File: src/rtl/truth_table_sequencer_pkg.sv
// Shared types and sizing helpers for the truth-table sequencer.
package truth_table_sequencer_pkg;

  typedef enum logic [1:0] {
    IDLE   = 2'd0,
    SETTLE = 2'd1,
    SAMPLE = 2'd2,
    DONE   = 2'd3
  } seq_state_t;

  // Sweep length for a gate with n inputs.
  function automatic int tt_vecs(input int n);
    return 1 << n;
  endfunction

  // Counter width able to hold settle-1.
  function automatic int cnt_width(input int settle);
    return (settle > 1) ? $clog2(settle) : 1;
  endfunction

endpackage

File: src/rtl/truth_table_sequencer_if.sv
// Control/result and gate-side signals of the sequencer; slave = sequencer, master = control source plus gate.
interface truth_table_sequencer_if #(
  parameter int N_INPUTS = 2
);
  import truth_table_sequencer_pkg::*;

  localparam int V = tt_vecs(N_INPUTS);

  logic                start;
  logic                abort;
  logic [N_INPUTS-1:0] dut_in;
  logic                dut_out;
  logic                busy;
  logic                done;
  logic                result_valid;
  logic                pass;
  logic [V-1:0]        captured;
  logic [V-1:0]        fail_vec;

  modport slave (
    input  start, abort, dut_out,
    output dut_in, busy, done, result_valid, pass, captured, fail_vec
  );

  modport master (
    output start, abort, dut_out,
    input  dut_in, busy, done, result_valid, pass, captured, fail_vec
  );

endinterface

File: src/rtl/truth_table_sequencer_settle_timer.sv
// Load/count-down settle timer: load arms SETTLE_CYCLES-1, expired is high once the count reaches zero.
module settle_timer
  import truth_table_sequencer_pkg::*;
#(
  parameter int SETTLE_CYCLES = 2
) (
  input  logic clk,
  input  logic rst_n,
  input  logic load,
  output logic expired
);

  localparam int            CW       = cnt_width(SETTLE_CYCLES);
  localparam logic [CW-1:0] LOAD_VAL = CW'(SETTLE_CYCLES - 1);

  logic [CW-1:0] cnt;

  always_ff @(posedge clk) begin
    if (!rst_n) begin
      cnt <= '0;
    end else if (load) begin
      cnt <= LOAD_VAL;
    end else if (cnt != '0) begin
      cnt <= cnt - 1'b1;
    end
  end

  assign expired = (cnt == '0);

endmodule

File: src/rtl/truth_table_sequencer.sv
// Sweeps every input vector of a gate in ascending order, holds each SETTLE_CYCLES+1 cycles,
// captures the gate output per vector and compares the resulting table against EXPECTED.
module truth_table_sequencer
  import truth_table_sequencer_pkg::*;
#(
  parameter int                           N_INPUTS      = 2,
  parameter int                           SETTLE_CYCLES = 2,
  parameter logic [tt_vecs(N_INPUTS)-1:0] EXPECTED      = 4'b1000
) (
  input logic                     clk,
  input logic                     rst_n,
  truth_table_sequencer_if.slave  bus
);

  localparam logic [N_INPUTS-1:0] LAST_VEC = '1;

  seq_state_t          state;
  logic [N_INPUTS-1:0] vec;
  logic                accept;
  logic                load;
  logic                expired;

  assign accept = (state == IDLE) && bus.start && !bus.abort;
  assign load   = accept || ((state == SAMPLE) && (vec != LAST_VEC));

  settle_timer #(
    .SETTLE_CYCLES(SETTLE_CYCLES)
  ) u_timer (
    .clk    (clk),
    .rst_n  (rst_n),
    .load   (load),
    .expired(expired)
  );

  // An abort or reset in the DONE cycle suppresses the completion pulse.
  assign bus.done = rst_n && !bus.abort && (state == DONE);

  always_ff @(posedge clk) begin
    if (!rst_n) begin
      state            <= IDLE;
      vec              <= '0;
      bus.dut_in       <= '0;
      bus.busy         <= 1'b0;
      bus.result_valid <= 1'b0;
      bus.pass         <= 1'b0;
      bus.captured     <= '0;
      bus.fail_vec     <= '0;
    end else if ((state != IDLE) && bus.abort) begin
      state            <= IDLE;
      bus.busy         <= 1'b0;
      bus.dut_in       <= '0;
      bus.result_valid <= 1'b0;
      bus.pass         <= 1'b0;
    end else begin
      case (state)
        IDLE: begin
          if (accept) begin
            vec              <= '0;
            bus.dut_in       <= '0;
            bus.busy         <= 1'b1;
            bus.captured     <= '0;
            bus.result_valid <= 1'b0;
            bus.pass         <= 1'b0;
            state            <= SETTLE;
          end
        end
        SETTLE: begin
          if (expired) begin
            state <= SAMPLE;
          end
        end
        SAMPLE: begin
          bus.captured[vec] <= bus.dut_out;
          if (vec == LAST_VEC) begin
            bus.dut_in <= '0;
            state      <= DONE;
          end else begin
            vec        <= vec + 1'b1;
            bus.dut_in <= vec + 1'b1;
            state      <= SETTLE;
          end
        end
        DONE: begin
          bus.busy         <= 1'b0;
          bus.result_valid <= 1'b1;
          bus.fail_vec     <= bus.captured ^ EXPECTED;
          bus.pass         <= (bus.captured == EXPECTED);
          state            <= IDLE;
        end
        default: state <= IDLE;
      endcase
    end
  end

endmodule
File: src/flat_wrapper.sv
// flat-port wrapper written by rule: the top's interface ports become plain ports
module truth_table_sequencer_flat import truth_table_sequencer_pkg::*;
#(
  parameter int                           N_INPUTS      = 2,
  parameter int                           SETTLE_CYCLES = 2,
  parameter logic [tt_vecs(N_INPUTS)-1:0] EXPECTED      = 4'b1000
)
  (clk, rst_n, bus_start, bus_abort, bus_dut_out, bus_dut_in, bus_busy, bus_done, bus_result_valid, bus_pass, bus_captured, bus_fail_vec);
  truth_table_sequencer_if #(.N_INPUTS(N_INPUTS)) bus_i ();
  input logic clk;
  input logic rst_n;
  input wire logic [$bits(bus_i.start)-1:0] bus_start;
  input wire logic [$bits(bus_i.abort)-1:0] bus_abort;
  input wire logic [$bits(bus_i.dut_out)-1:0] bus_dut_out;
  output wire logic [$bits(bus_i.dut_in)-1:0] bus_dut_in;
  output wire logic [$bits(bus_i.busy)-1:0] bus_busy;
  output wire logic [$bits(bus_i.done)-1:0] bus_done;
  output wire logic [$bits(bus_i.result_valid)-1:0] bus_result_valid;
  output wire logic [$bits(bus_i.pass)-1:0] bus_pass;
  output wire logic [$bits(bus_i.captured)-1:0] bus_captured;
  output wire logic [$bits(bus_i.fail_vec)-1:0] bus_fail_vec;
  assign bus_i.start = bus_start;
  assign bus_i.abort = bus_abort;
  assign bus_i.dut_out = bus_dut_out;
  assign bus_dut_in = bus_i.dut_in;
  assign bus_busy = bus_i.busy;
  assign bus_done = bus_i.done;
  assign bus_result_valid = bus_i.result_valid;
  assign bus_pass = bus_i.pass;
  assign bus_captured = bus_i.captured;
  assign bus_fail_vec = bus_i.fail_vec;
  truth_table_sequencer #(.N_INPUTS(N_INPUTS), .SETTLE_CYCLES(SETTLE_CYCLES), .EXPECTED(EXPECTED)) u_core (.clk(clk), .rst_n(rst_n), .bus(bus_i));
endmodule
File: config.mk
export PLATFORM = sky130hd
export DESIGN_NAME = truth_table_sequencer_flat
export DESIGN_NICKNAME = d
export VERILOG_FILES = /design/src/rtl/truth_table_sequencer_pkg.sv /design/src/rtl/truth_table_sequencer_if.sv /design/src/rtl/truth_table_sequencer_settle_timer.sv /design/src/rtl/truth_table_sequencer.sv /design/src/flat_wrapper.sv
export SDC_FILE = /design/constraint.sdc
export NUM_CORES = 1
export LEC_CHECK = 0
export BUFFER_PORTS_ARGS = -buffer_cell sky130_fd_sc_hd__buf_4
export CAP_MARGIN = 20
export CORE_UTILIZATION = 45
export CTS_CLUSTER_DIAMETER = 120
export DETAILED_ROUTE_END_ITERATION = 10
export GPL_TIMING_DRIVEN = 1
export PLACE_DENSITY = 0.68
export SLEW_MARGIN = 15
export SYNTH_ARGS = -nofsm -noshare
export SYNTH_HDL_FRONTEND = slang
export SYNTH_SLANG_ARGS = --single-unit
File: constraint.sdc
create_clock -name clk -period 1.6 [get_ports clk]
set_input_delay 0.32 -clock clk [delete_from_list [all_inputs] [get_ports clk]]
set_output_delay 0.32 -clock clk [all_outputs]
set_load 0.03 [all_outputs]
======== After elaboration in Yosys (flattened, before gate mapping) ========
Index checks and enable logic that the tools add are counted.
W data, S select, Z words.
storage, ports and cells
  input port bits ......................... 5
  memories kept ........................... 0
  flip-flop bits (word level) ............. 18
  latch bits .............................. 0
  ROM bits ................................ 0
  output and inout port bits .............. 14
  memory bits (writable) .................. 0
operators by class
  order comparisons ....................... 2
  shift-type cells ........................ 0
  reduce and logical (&&, ||, !) cells .... 20
  divide/modulo/power cells ............... 0
  bitwise operators ....................... 3
  $add $sub $neg .......................... 2
  multiplexer cells ....................... 21
  $mul .................................... 0
  equal/unequal tests ..................... 9
operators by type and width
  cell                   count
  $mux W2                6
  $pmux W2 S2            2
  $pmux W2 S4            1
  $pmux W4 S2            1
  $reduce_and A2 Y1      4
  $logic_and A1 B1 Y1    7
  $eq A2 B2 Y1 const B   3
  $ne A2 B2 Y1 const B   3
  $pmux W1 S2            3
  $reduce_bool A2 Y1     3
  $mux W1                5
  $bwmux W4              1
  $eq A4 B4 Y1 const B   1
  $mux W4                1
  $reduce_and A4 Y1      1
  $lt A2 B3 Y1 const B   1
  $not A1 Y1             3
  $reduce_and A3 Y1      1
  $add A2 B1 Y2 const B  1
  $demux W1 S2           1
  $eq A2 B1 Y1 const B   1
  $ge A2 B1 Y1 const B   1
  $logic_not A2 Y1       1
  $ne A2 B1 Y1 const B   1
  4 further kinds        4

======== Depth between registers and ports, before layout ========
  depth in word-level cells ............... 6
  depth in mapped cells ................... 4
  depth with buffers taken out ............ 4

======== By module ========
From an unflattened synthesis, not the netlist that was laid out.
second synthesis, totals
  cell total of the unflattened synthesis .. 95
  area, all modules ....................... 843.3 um^2
by module, submodules not included
  module                 instances  area an instance (um^2)  seq. area each (um^2)  cells each
  truth_table_sequencer  1          813.3                    340.3                  92
  settle_timer           1          30.0                     20.0                   3

======== Worst setup path before layout ========
Ideal clock, no wire load.
  path type ............................... input-to-output
  start point ............................. in rst_n
  end point ............................... out bus_done
  setup slack ............................. 0.046 ns
  arrival ................................. 1.234 ns
  cell stages on the path ................. 3
  path buffers ............................ 1
  cell sequence ........................... clkbuf_1 > clkinv_1 > nor2_1
between the ends
  cells in the longest elaborated chain, start to end .. 2
RTL lines
  element                            RTL line                     source
  from (decl)                        flat_wrapper.sv:11           input logic rst_n;
  $logic_and A1 B1 Y1 (2 in series)  truth_table_sequencer.sv:36  assign bus.done = rst_n && !bus.abort && (state == DONE);
  to (decl)                          flat_wrapper.sv:17           output wire logic [$bits(bus_i.done)-1:0] bus_done;
No other way between the ends.

======== Worst setup path in the final report ========
  start point ............................. reg u_core.state[1]
  end point ............................... out bus_done
between the ends
  cells in the longest elaborated chain, start to end .. 2
RTL lines
  element                 RTL line                     source
  from (decl)             truth_table_sequencer.sv:17  seq_state_t state;
  from (signal assigned)  truth_table_sequencer.sv:40  state <= IDLE;
  from (signal assigned)  truth_table_sequencer.sv:49  state <= IDLE;
  from (signal assigned)  truth_table_sequencer.sv:64  state <= SETTLE;
  $eq A2 B2 Y1            truth_table_sequencer.sv:36
  $logic_and A1 B1 Y1     truth_table_sequencer.sv:36
No other way between the ends.

==> results.ini <==
[placement]
dp_cells = 135
gp_congestion = 0.877
io_buffers = 18
placed_cell_area_um2 = 987
dpl.hpwl_um = 1260

[critical_path]
r2r-start = u_core.state[0]
cp.arrival_ps = 1160
reg2regPathDepth = 3
crit_path_start = u_core.state[1]
endpoint_kind = output pin
cp_max_fo = 15
path_class = register to output pin
critPathRequiredTime_ps = 1280
start_kind = register

[clock_tree]
htreeDepth = 1
cts_sinks = 18
clk_pin_slew_ps = 110
cts_buffers = 3
clk_latency_ps = 300
cts_buffer_depth = 2
cts_tree = built
root_buffer = clkbuf_4

[sta]
setup-tns-final_ps = 0
slew_headroom_pct = 73.1
finClkSkew_ps = 8.80
tightestPinTransition_ps = 403
drv_slew = 0
hold_viol = 0
max_freq_ghz = 0.676
timing.final.crit_share_pct = 92.4
final-setup-viol-count = 0
min_period_ps = 1480
rsz0062_at_grt = false

[logic_synthesis]
ys_types = 30
yosysWarnings = 0
synth-compound-area-share_pct = 12.2
synth_cells = 94
synth_simple_gate_area_share_pct = 28.8
ys_seq_area_share_pct = 43.4
avgSynthCellArea_um2 = 8.84
synthMuxAreaShare_pct = 4.82
async_flop_share_pct = 0
synthesis.nets = 103
synth_edf_count = 0
synth_fa_ha_area_share_pct = 6.02
synth.cell_area_um2 = 831
synth_top_family_by_area = simple AND/OR/NAND/NOR gates
synth_ff_type = dfxtp_1
yosys_register_bits = 18
synth_xor_area_share_pct = 0

[drt]
first_pass_iters = 4
vias = 725
wire_per_inst_um = 12.1
ant_nets = 0
drc = 0
vias_per_cell = 5.22
first_iter_violations = 17
drt_wl_total_um = 1680

[floorplan]
rows = 15
coreArea_um2 = 1730
dieArea_um2 = 2020
start_util_pct = 48.1
fp.dieH_um = 45.0
ios = 19
die-width_um = 45.0

[cells_and_area]
fin_cells = 139
drive_gt1_share_pct = 25.4
nets = 124
n_antenna_cell = 0
areaGrowthSynthToFinish_pct = 23.5
fill_cells = 160
fin_area_um2 = 1030
fin_util_pct = 59.4
layout_commonest_cell = buf_4
final_cell_mix = 20 x buf_4, 16 x dfxtp_1, 10 x nor2_1

[pwr]
p_seq_share_pct = 56.5
internal_power_mw = 0.626
ir_worst_vdd_mv = 0.461
p_comb_share_pct = 9.1
powerDensity_nw_per_um2 = 808
p_total_mw = 0.829
p_switching_mw = 0.203
clkPwrFrac_pct = 34.4
p_sw_share_pct = 24.5
power_leakage_nw = 0.428

[worst_hold_path]
holdPathStages = 3
min-delay-start = bus_dut_out
worstHoldPathType = primary input to register

[run_status]
status = complete, no violations

[grt]
antenna_found_initial = 0
first_global_vias = 644
grt_pass1_wl_um = 2790
gr-total-overflow = 0
grt_max_degree = 16
grt_usage_pct = 19.1

[job]
drv_cap = 0

## metal layers
layer / part of all wire (%) / GRT usage, % / wire, um / vias to the layer above
met1: 47 / 21.9 / 799 / 332
met3: 3.2 / 2.40 / 54 / 4
met2: 47 / 33.0 / 799 / 14
li1: - / - / - / 375
met5: 0 / 0 / 0 / -
met4: 1.8 / 12.7 / 31 / 0
## cells by family after synthesis
group | count (synthesis)
buf+inv | 8
fa+ha+maj | 4
simple gates | 43
compound gates | 17
flops | 18
mux | 4
## cell type report
class,count,area (um^2),share of cell area [%]
clock buffer,4,36.3,3.54
multi-input combinational,68,430,42.0
inverter,4,15.0,1.46
timing repair buffer,20,150,14.6
tap,25,31.3,3.05
sequential,18,363,35.4
## state kept, by name (all words and copies together) (netlist names)
| signal | cells |
|---|---|
| u_core.bus.busy | 1 |
| u_core.bus.captured | 4 |
| u_core.bus.dut_in | 2 |
| u_core.bus.fail_vec | 4 |
| u_core.bus.pass | 1 |
| u_core.bus.result_valid | 1 |
| u_core.state | 2 |
| u_core.u_timer.cnt | 1 |
| u_core.vec | 2 |
## cells in the mapped netlist, types with 2 or more instances
cell,count,area [um^2]
a21oi_1,6,30.0
inv_1,3,11.3
nand3_1,9,45.0
nand3b_1,2,15.0
nand4_1,3,18.8
mux2i_1,4,40.0
ha_1,4,50.1
o31ai_1,3,22.5
nor2_1,10,37.5
o21ai_1,3,15.0
nand2_1,6,22.5
dfxtp_1,18,360
buf_2,2,10.0
nor3b_1,5,37.5
## timing repair
action | in CTS | in global routing
buffers inserted | 0 | 0
hold buffers | 0 | 0
setup endpoints to repair | 1 | 0
gates resized for setup | 2 | 0
## power by group through the flow
| stage | Sequential [mW] | Clock, mW | Combinational [mW] |
|---|---|---|---|
| 3_3_place_gp | 0.477 | 0 | 0.0747 |
| 3_5_place_dp | 0.478 | 0 | 0.0754 |
| 2_1_floorplan | 0.478 | 0 | 0.0521 |
| 5_1_grt | 0.470 | 0.311 | 0.0838 |
| 6_report | 0.469 | 0.285 | 0.0753 |
| 4_1_cts | 0.468 | 0.292 | 0.0758 |
## path summary, 6_finish.rpt
| path | endpoint | slack (ps) |
|---|---|---|
| worst max-delay path | bus_done | 120 |
| worst min-delay path | u_core.bus.captured[3] | 310 |
| worst max register to register | u_core.bus.pass | 280 |
| worst min register to register | u_core.bus.result_valid | 470 |
## through the flow
stage	setup WS (ps)	hold slack, ps
global placement	264	450
floorplan	45.6	481
detailed placement	244	459
finish	121	305
global route	22.9	315
CTS	110	293
## critical path, cell delays in order (launching register included)
cell      delay (ps)
dfxtp_2          470
nand3b_1         130
nor2_1           100
buf_4            160
Power figures use the tool's default switching activity.
